$ cat src/rtl/morse_uart_pkg.sv
// Shared definitions for the Morse reader UART transmit stage.
// Holds the transmit FSM state encodings, line-level constants and the
// default bit period. Build macro: MORSE_TX_PARITY_EN (adds an even-parity
// bit, turning the 8N1 frame into 8E1).
package morse_uart_pkg;

  localparam logic [2:0] ST_IDLE   = 3'd0;
  localparam logic [2:0] ST_START  = 3'd1;
  localparam logic [2:0] ST_DATA   = 3'd2;
  localparam logic [2:0] ST_PARITY = 3'd3;
  localparam logic [2:0] ST_STOP   = 3'd4;

  typedef enum logic [2:0] {
    IDLE   = ST_IDLE,
    START  = ST_START,
    DATA   = ST_DATA,
    PARITY = ST_PARITY,
    STOP   = ST_STOP
  } tx_state_e;

  localparam logic UART_IDLE_LEVEL = 1'b1;
  localparam logic START_LEVEL     = 1'b0;
  localparam int   DATA_BITS       = 8;

  // 50 MHz system clock, 9600 baud.
  localparam int DEFAULT_CLKS_PER_BIT = 5208;

endpackage

$ cat src/rtl/morse_char_fifo.sv
// Synchronous character FIFO with show-ahead read data.
// Ports:
//   clk, rst      clock, asynchronous active-high reset
//   push_i        write request (ignored while full)
//   pop_i         read request (ignored while empty)
//   din_i         write data
//   dout_o        head entry, valid whenever empty_o is low
//   full_o        count == DEPTH
//   empty_o       count == 0
//   count_o       entries held, AW+1 bits so DEPTH is distinguishable from 0
module morse_char_fifo
  import morse_uart_pkg::*;
#(
  parameter int WIDTH = DATA_BITS,
  parameter int DEPTH = 8,
  parameter int AW    = 3
) (
  input  logic             clk,
  input  logic             rst,
  input  logic             push_i,
  input  logic             pop_i,
  input  logic [WIDTH-1:0] din_i,
  output logic [WIDTH-1:0] dout_o,
  output logic             full_o,
  output logic             empty_o,
  output logic [AW:0]      count_o
);

  logic [WIDTH-1:0] mem_q [DEPTH];
  logic [AW-1:0]    wr_ptr_q, wr_ptr_d;
  logic [AW-1:0]    rd_ptr_q, rd_ptr_d;
  logic [AW:0]      count_q, count_d;
  logic             do_push;
  logic             do_pop;

  assign full_o  = (count_q == (AW+1)'(DEPTH));
  assign empty_o = (count_q == '0);
  assign count_o = count_q;
  assign dout_o  = mem_q[rd_ptr_q];

  assign do_push = push_i && !full_o;
  assign do_pop  = pop_i && !empty_o;

  // Pointers wrap naturally because DEPTH is a power of two.
  always_comb begin
    wr_ptr_d = wr_ptr_q;
    rd_ptr_d = rd_ptr_q;
    count_d  = count_q;
    if (do_push) wr_ptr_d = wr_ptr_q + 1'b1;
    if (do_pop)  rd_ptr_d = rd_ptr_q + 1'b1;
    case ({do_push, do_pop})
      2'b10:   count_d = count_q + 1'b1;
      2'b01:   count_d = count_q - 1'b1;
      default: count_d = count_q;
    endcase
  end

  always_ff @(posedge clk or posedge rst) begin
    if (rst) begin
      wr_ptr_q <= '0;
      rd_ptr_q <= '0;
      count_q  <= '0;
    end else begin
      wr_ptr_q <= wr_ptr_d;
      rd_ptr_q <= rd_ptr_d;
      count_q  <= count_d;
    end
  end

  // Storage needs no reset: an entry is only read after it was written.
  always_ff @(posedge clk) begin
    if (do_push) mem_q[wr_ptr_q] <= din_i;
  end

endmodule

$ cat src/rtl/morse_uart_tx.sv
// Buffers decoded ASCII characters and serialises them as UART frames
// (8N1, or 8E1 when MORSE_TX_PARITY_EN is defined).
// Ports:
//   clk, rst      clock, asynchronous active-high reset
//   char_in       character from the Morse decoder
//   char_valid    char_in valid this cycle
//   char_ready    FIFO can take a character (not full)
//   tx            registered serial line, idles high
//   busy          a frame is being shifted out
//   fifo_count    characters waiting in the FIFO (not the one shifting)
//   overflow      one-cycle pulse: a character arrived while full and was dropped
//   dbg_state     current transmit FSM state
// Handshake: a character transfers on a rising edge where char_valid and
// char_ready are both high; char_ready depends only on registered state,
// so a pop in the same cycle never turns a full-FIFO write into an accept.
module morse_uart_tx
  import morse_uart_pkg::*;
#(
  parameter int CLKS_PER_BIT = DEFAULT_CLKS_PER_BIT,
  parameter int FIFO_DEPTH   = 8,
  parameter int FIFO_AW      = 3
) (
  input  logic               clk,
  input  logic               rst,
  input  logic [7:0]         char_in,
  input  logic               char_valid,
  output logic               char_ready,
  output logic               tx,
  output logic               busy,
  output logic [FIFO_AW:0]   fifo_count,
  output logic               overflow,
  output logic [2:0]         dbg_state
);

  localparam logic [15:0] BAUD_LAST = 16'(CLKS_PER_BIT - 1);
  localparam logic [2:0]  BIT_LAST  = 3'(DATA_BITS - 1);

  tx_state_e   state_q, state_d;
  logic [15:0] baud_q, baud_d;
  logic [2:0]  bit_idx_q, bit_idx_d;
  logic [7:0]  shift_q, shift_d;
  logic        tx_q, tx_d;
  logic        overflow_q;
  logic        pop;
  logic        fifo_full;
  logic        fifo_empty;
  logic [7:0]  fifo_dout;
  logic        baud_done;
`ifdef MORSE_TX_PARITY_EN
  logic        parity_q, parity_d;
`endif

  morse_char_fifo #(
    .WIDTH (8),
    .DEPTH (FIFO_DEPTH),
    .AW    (FIFO_AW)
  ) u_fifo (
    .clk     (clk),
    .rst     (rst),
    .push_i  (char_valid),
    .pop_i   (pop),
    .din_i   (char_in),
    .dout_o  (fifo_dout),
    .full_o  (fifo_full),
    .empty_o (fifo_empty),
    .count_o (fifo_count)
  );

  assign char_ready = !fifo_full;
  assign tx         = tx_q;
  assign busy       = (state_q != IDLE);
  assign overflow   = overflow_q;
  assign dbg_state  = state_q;
  assign baud_done  = (baud_q == BAUD_LAST);

  // tx_d is the line level for the state being entered, so the registered
  // line changes on the same edge as the state.
  always_comb begin
    state_d   = state_q;
    baud_d    = baud_q;
    bit_idx_d = bit_idx_q;
    shift_d   = shift_q;
    tx_d      = tx_q;
    pop       = 1'b0;
`ifdef MORSE_TX_PARITY_EN
    parity_d  = parity_q;
`endif
    case (state_q)
      IDLE: begin
        tx_d = UART_IDLE_LEVEL;
        if (!fifo_empty) begin
          pop     = 1'b1;
          shift_d = fifo_dout;
          baud_d  = '0;
          state_d = START;
          tx_d    = START_LEVEL;
`ifdef MORSE_TX_PARITY_EN
          parity_d = ^fifo_dout;
`endif
        end
      end
      START: begin
        baud_d = baud_q + 16'd1;
        if (baud_done) begin
          baud_d    = '0;
          bit_idx_d = '0;
          state_d   = DATA;
          tx_d      = shift_q[0];
        end
      end
      DATA: begin
        baud_d = baud_q + 16'd1;
        if (baud_done) begin
          baud_d  = '0;
          shift_d = shift_q >> 1;
          if (bit_idx_q == BIT_LAST) begin
`ifdef MORSE_TX_PARITY_EN
            state_d = PARITY;
            tx_d    = parity_q;
`else
            state_d = STOP;
            tx_d    = UART_IDLE_LEVEL;
`endif
          end else begin
            bit_idx_d = bit_idx_q + 3'd1;
            tx_d      = shift_q[1];
          end
        end
      end
`ifdef MORSE_TX_PARITY_EN
      PARITY: begin
        baud_d = baud_q + 16'd1;
        if (baud_done) begin
          baud_d  = '0;
          state_d = STOP;
          tx_d    = UART_IDLE_LEVEL;
        end
      end
`endif
      STOP: begin
        baud_d = baud_q + 16'd1;
        if (baud_done) begin
          baud_d  = '0;
          state_d = IDLE;
          tx_d    = UART_IDLE_LEVEL;
        end
      end
      default: begin
        state_d = IDLE;
        tx_d    = UART_IDLE_LEVEL;
      end
    endcase
  end

  always_ff @(posedge clk or posedge rst) begin
    if (rst) begin
      state_q    <= IDLE;
      baud_q     <= '0;
      bit_idx_q  <= '0;
      shift_q    <= '0;
      tx_q       <= UART_IDLE_LEVEL;
      overflow_q <= 1'b0;
    end else begin
      state_q    <= state_d;
      baud_q     <= baud_d;
      bit_idx_q  <= bit_idx_d;
      shift_q    <= shift_d;
      tx_q       <= tx_d;
      overflow_q <= char_valid && fifo_full;
    end
  end

`ifdef MORSE_TX_PARITY_EN
  always_ff @(posedge clk or posedge rst) begin
    if (rst) parity_q <= 1'b0;
    else     parity_q <= parity_d;
  end
`endif

endmodule
$ cat config.mk
export PLATFORM = sky130hd
export DESIGN_NAME = morse_uart_tx
export DESIGN_NICKNAME = d
export VERILOG_FILES = /design/src/rtl/morse_uart_pkg.sv /design/src/rtl/morse_char_fifo.sv /design/src/rtl/morse_uart_tx.sv
export SDC_FILE = /design/constraint.sdc
export NUM_CORES = 1
export LEC_CHECK = 0
export BUFFER_PORTS_ARGS = -buffer_cell sky130_fd_sc_hd__clkbuf_2
export CORE_ASPECT_RATIO = 1.1
export CORE_MARGIN = 2
export CORE_UTILIZATION = 61
export DETAILED_ROUTE_END_ITERATION = 6
export GPL_ROUTABILITY_DRIVEN = 0
export PLACE_DENSITY = 0.86
export SLEW_MARGIN = 10
export SYNTH_ARGS = -nofsm -noshare
export SYNTH_HDL_FRONTEND = slang
export SYNTH_SLANG_ARGS = --single-unit
$ cat constraint.sdc
create_clock -name clk -period 2.6 [get_ports clk]
set_input_delay 0.65 -clock clk [delete_from_list [all_inputs] [get_ports clk]]
set_output_delay 0.65 -clock clk [all_outputs]
set_load 0.02 [all_outputs]
* After elaboration in Yosys (flattened, before gate mapping)
Memories as Yosys holds them, arrays and structs flattened.
Index checks and enable logic that the tools add are counted.
** Storage, ports and cells
- Bits in registers :: 42
- Memory bits (writable) :: 64
- Bits of input ports :: 11
- Output and inout bits :: 11
- Logic and storage cells :: 74
- Memories kept :: 1
** Memories
- u_fifo.mem_q :: words 8, bits a word 8, read ports 1, clocked after Yosys merged registers in 0, wr ports 1, line morse_char_fifo.sv:29 : logic [WIDTH-1:0] mem_q [DEPTH];
** Cells by class
- Add/sub/neg operators :: 6
- Equality and inequality tests :: 14
- Muxes and demuxes :: 26
- Reductions and logical operators :: 18
** Operator list (count)
- two-way mux 16 bit :: 2
- one-hot mux 16 bit (2 select lines) :: 1
- two-way mux 3 bit :: 7
- adder 16 x 1 -> 16 bit, second input constant :: 1
- == test 16 x 13 -> 1 bit, second input constant :: 1
- two-way mux 8 bit :: 2
- one-hot mux 8 bit (2 select lines) :: 1
- inequality test 2 bit, second input constant :: 6
- one-hot mux 3 bit (4 select lines) :: 1
- adder 3 x 1 -> 3 bit, second input constant :: 3
- two-way mux 1 bit :: 9
- one-hot mux 4 bit (2 select lines) :: 1
- nonzero test 2 bit :: 4
- == test 3 bit, second input constant :: 2
- one-hot mux 3 bit (2 select lines) :: 1
- AND reduction 3 bit :: 2
- AND reduction 5 bit :: 1
- adder 4 x 1 -> 4 bit, second input constant :: 1
- == test 4 bit, second input constant :: 1
- logical NOT 4 bit :: 1
- one-hot mux 1 bit (4 select lines) :: 1
- AND reduction 4 bit :: 1
- subtractor 4 x 1 -> 4 bit, second input constant :: 1
- == test 3 x 1 -> 1 bit, second input constant :: 1
- other kinds (9) :: 12

* Depth between registers and ports, before layout
- Depth after elaboration :: 6
- Gate-level depth with buffers :: 11
- Gate-level depth less buffers :: 10

* Cells and area by module
A second synthesis with hierarchy kept.
** Unflattened totals
- Cells, all modules :: 337
- Area, all modules :: 4872.2 µm²
** Modules (own cells, without submodules)
- morse_char_fifo :: times used 1, cells an instance 161, area each 3135.5 µm², sequential area each 2172.1 µm²
- morse_uart_tx :: times used 1, cells an instance 176, area each 1736.7 µm², sequential area each 802.0 µm²

* Worst setup path after synthesis
Ideal clock, no wire load.
- Path type :: flip-flop to flip-flop
- Start :: register u_fifo.count_q[1], in the netlist u_fifo.count_o[1]
- End :: register u_fifo.count_q[2], in the netlist u_fifo.count_o[2]
- Setup time :: 0.136 ns
- Arrival :: 2.458 ns
- Data required time :: 2.464 ns
- Setup slack :: 0.006 ns
- Stages on the path, launching flop included :: 12
- Path buffers :: 2
- Clock period less this slack :: 2.594 ns
- Cell sequence :: dfrtp_1 > buf_2 > or4b_1 > clkbuf_1 > nand2_1 > ha_1 > xor2_1 > ha_1 > a21oi_1 > xor2_1 > nor2_1 > xor2_1
** On the way
- Elaborated cells on any way between the ends :: 14
- Those cells by class :: 2 x add/sub; 3 x eq/ne; 3 x mux; 6 x reduce/logical
** RTL lines
- start, declared :: line morse_char_fifo.sv:32 : logic [AW:0] count_q, count_d;
- start signal, assigned :: line morse_char_fifo.sv:66 : count_q <= count_d;
- == test 4 bit (*) :: line morse_char_fifo.sv:36 : assign full_o = (count_q == (AW+1)'(DEPTH));
- logical NOT 1 bit (*)
- named net char_ready :: line morse_uart_tx.sv:27 : output logic char_ready,
- logical AND 1 bit (*) :: line morse_char_fifo.sv:41 : assign do_push = push_i && !full_o;
- == test 2 x 1 -> 1 bit / == test 2 bit (equally long branches) :: line morse_char_fifo.sv:51 : case ({do_push, do_pop})
- one-hot mux 4 bit (2 select lines) / nonzero test 2 bit (equally long branches)
The timed path passes the listed nets; every way through them passes the cells marked *.
A chain may end at the register's enable or synchronous reset.

* Worst setup path in the final report
- Start :: register u_fifo.count_q[0], in the netlist u_fifo.count_o[0]
- End :: register u_fifo.count_q[2], in the netlist u_fifo.count_o[2]
** On the way
- Word-level cells in the longest chain between the ends :: 6
- Elaborated cells on any way between the ends :: 14
- Those cells by class :: 2 x add/sub; 3 x eq/ne; 3 x mux; 6 x reduce/logical
** RTL lines
- logical NOT 4 bit :: line morse_char_fifo.sv:37 : assign empty_o = (count_q == '0);
- two-way mux 1 bit :: line morse_uart_tx.sv:91 : if (!fifo_empty) begin
- two-way mux 1 bit :: line morse_uart_tx.sv:88 : case (state_q)
- logical AND 1 bit :: line morse_char_fifo.sv:42 : assign do_pop = pop_i && !empty_o;
- == test 2 x 1 -> 1 bit / == test 2 bit (equally long branches) :: line morse_char_fifo.sv:51
- one-hot mux 4 bit (2 select lines) / nonzero test 2 bit (equally long branches)
Several ways; a longest one is shown, not always the timed one.

==> results.py <==
metrics = {
    "run": {
        "cap_violations": 0,
    },
    "finish": {
        "stdcell_count": 530,
        "nets": 436,
        "final_common_cell": "edfxtp_1",
        "drive_gt1_frac": 0.168,
        "diodes": 0,
        "final.fill_count": 569,
        "layout_common_cells": "edfxtp_1 (64), dfrtp_1 (41), mux2i_1 (32), nand2_1 (30), clkbuf_2 (21)",
        "area_growth_pct": 8.85,
    },
    "pwr": {
        "max-vdd-ir-drop_uv": 496,
        "p_per_area_nw_per_um2": 821,
        "p_leak_nw": 2.13,
    },
    "yosys": {
        "syn_area_um2": 4930,
        "synth_simple_gate_area_frac": 0.135,
        "synth_compound_area_frac": 0.105,
        "ys_ff_latch": 106,
        "synth_xor_area_frac": 0.0177,
        "synthesis.nets": 410,
        "ys.warnings.count": 0,
        "synthAdderAreaFrac": 0.0203,
        "synthMuxAreaShare": 0.0839,
        "synth-main-ff-cell": "edfxtp_1",
        "async_flop_share": 0.396,
        "syn_inst": 391,
        "synth_top_family_by_area": "simple AND/OR/NAND/NOR gates",
        "syn_area_per_cell_um2": 12.6,
        "seq_area_frac_synth": 0.603,
        "yosysUniqueCellTypes": 60,
        "synth-edff-count": 64,
    },
    "routing": {
        "first_iter_violations": 267,
        "dr.pass1.iters": 5,
        "vias": 3251,
        "drcViolationCount": 0,
        "wl_per_cell_um": 18.0,
        "vias_per_cell": 6.13,
        "routed_wl_um": 9530,
        "ant_nets": 0,
    },
    "placed_design": {
        "dp_hpwl_um": 6270,
        "port_buffers": 21,
        "dp_cells": 513,
    },
    "global_routing": {
        "grt_busiest_layer": "met2",
        "grt_remaining_overflow": 0,
        "grt_antenna_before_repair": 0,
        "grt_max_degree": 43,
        "grt_use_met1": 0.298,
        "grtUsageMet2": 0.392,
        "grt_pass1_wl_um": 15900,
        "grt_use_total": 0.226,
        "grt_pass1_vias": 3228,
        "use_met3": 0.0378,
    },
    "worst_setup_path": {
        "critical_path_class": "reg2reg",
        "required_ps": 2860,
        "cp_slowest_cell": "or4b_4",
        "r2r_end": "u_fifo.count_o[2]",
        "reg2reg_from": "u_fifo.count_o[0]",
        "cp_cell_sequence": "or4b_4 > nand2_1 > ha_1 > xor2_1 > ha_1 > a21oi_1 > xor2_1 > nor2_1 > xor2_1",
        "worstRegToRegCells": 9,
        "worst_path_most_repeated_cell": "xor2_1",
        "reg2reg_slack_ps": 200,
        "cp.arrival_ps": 2660,
        "max_stage_delay_ps": 560,
        "setup.worst_path.end_class": "flip-flop",
        "crit_path_start_kind": "flip-flop",
        "path_max_fanout": 9,
    },
    "timing": {
        "setup_viol": 0,
        "rsz0062_at_grt": "false",
        "worst_slew_pin_slew_ps": 839,
        "hold_viol": 0,
        "min_period_over_period": 0.925,
        "max-slew-margin-rel": 0.439,
        "finalCriticalPeriod_ps": 2400,
        "fin_tns_setup_ps": 0,
        "drv_slew": 0,
        "fmax_mhz": 416,
        "finClkSkew_ps": 16.1,
    },
    "floorplan": {
        "fp.dieW_um": 89.8,
        "rows": 34,
        "core_area_um2": 7870,
        "io_pins": 22,
        "start_util": 0.627,
        "dieHeight_um": 98.3,
        "dieArea_um2": 8830,
    },
    "hold_path": {
        "hold_path_class": "in2async",
    },
    "run_status": {
        "status": "complete, no violations",
    },
    "clock_network": {
        "clockBufferDepth": 2,
        "worst_skew_pair.late_latency_ps": 370,
        "numCtsBuffers": 9,
        "htreeDepth": 3,
        "cts-root-buf": "clkbuf_8",
        "clkTransAtPathRegs_ps": 110,
        "clock-sinks": 106,
        "postCtsHoldBufs": 0,
        "cts_tree": "built",
    },
}
## worst max-delay path, delay by kind of cell, from the launching register on
family	cells	cell delay (ps)
AND/OR/NAND/NOR	3	800
adder cells (fa/ha/maj)	2	460
flip-flops	1	500
AO/OA/AOI/OAI	1	140
XOR/XNOR	3	390
## per-layer routing
metal  routed length [um]  vias to the layer above  share of wire
li1                     -                     1539              -
met3                  332                        6          0.035
met4                   75                        0         0.0079
met5                    0                        -              0
met1                 4130                     1630           0.43
met2                 5000                       76           0.52
## state kept, by name (all words and copies together) (netlist names)
signal           flops
u_fifo.mem_q        64
baud_q              16
shift_q              8
u_fifo.count_o       4
bit_idx_q            3
dbg_state            3
u_fifo.rd_ptr_q      3
u_fifo.wr_ptr_q      3
overflow             1
tx                   1
## metrics by stage
stage	hold WS, ps	total power, mW	cell area [um^2]	worst slack [ps]	util
after CTS	388	4.41	5360	127	0.681
after floorplan	466	3.12	4930	6.41	-
after detailed placement	494	3.43	5170	147	0.657
after global placement	489	3.37	5170	233	0.657
final	375	4.41	5370	196	0.683
after global routing	414	4.63	5370	30.3	0.683
## what timing repair did
action | in CTS | in global routing
gates resized for setup | 0 | 1
endpoints found under the setup margin | 0 | 1
buffers inserted | 0 | 1
hold endpoints to repair | 0 | 0
## synthesized netlist by cell type, types with 4 or more instances
cell | number | share of area
nand4_1 | 5 | 0.0063
mux2i_1 | 32 | 0.065
dfrtp_1 | 41 | 0.21
a22o_1 | 8 | 0.014
o21ai_1 | 12 | 0.012
a31oi_1 | 17 | 0.022
ha_1 | 8 | 0.020
o22ai_1 | 14 | 0.018
nand2b_1 | 6 | 0.0076
nand3_1 | 14 | 0.014
o211ai_1 | 4 | 0.0061
inv_1 | 11 | 0.0084
xnor2_1 | 6 | 0.011
nand2_1 | 30 | 0.023
edfxtp_1 | 64 | 0.39
nor3_1 | 7 | 0.0071
nand3b_1 | 5 | 0.0076
buf_2 | 15 | 0.015
or3_1 | 9 | 0.011
nor2_1 | 18 | 0.014
clkbuf_1 | 5 | 0.0038
xor2_1 | 4 | 0.0071
## cell type report
class	instances	area, um^2	area share
Sequential cell	106	2970	0.554
Multi-Input combinational cell	250	1790	0.334
Timing Repair Buffer	39	240	0.0447
Tap cell	108	135	0.0252
Clock buffer	9	124	0.0231
Clock inverter	7	65.1	0.0121
Inverter	11	41.3	0.00769
## how the worst max path moves through the flow
stage,start,to,slack (ps),depth (start not counted)
2_1_floorplan,u_fifo.count_o[1],u_fifo.count_o[2],6,11
5_1_grt,u_fifo.count_o[0],u_fifo.count_o[2],30,10
6_report,u_fifo.count_o[0],u_fifo.count_o[2],200,9
4_1_cts,u_fifo.count_o[0],u_fifo.count_o[2],130,9
3_5_place_dp,u_fifo.count_o[0],u_fifo.count_o[2],150,9
3_3_place_gp,u_fifo.count_o[3],u_fifo.count_o[2],230,10
## kinds of logic after synthesis
family,after synthesis
AOI/OAI and AO/OA,75
adders and majority gates,8
xor gates and xnor gates,10
muxes,38
buffers and inverters,35
DFF,106
and+or+nand+nor,119
## where the power goes
group,internal [mW],total (mW),switching [mW]
sequential,2.09,2.32,0.229
clock,0.376,0.987,0.611
combinational,0.487,1.10,0.615
(Power assumes the default switching activity.)
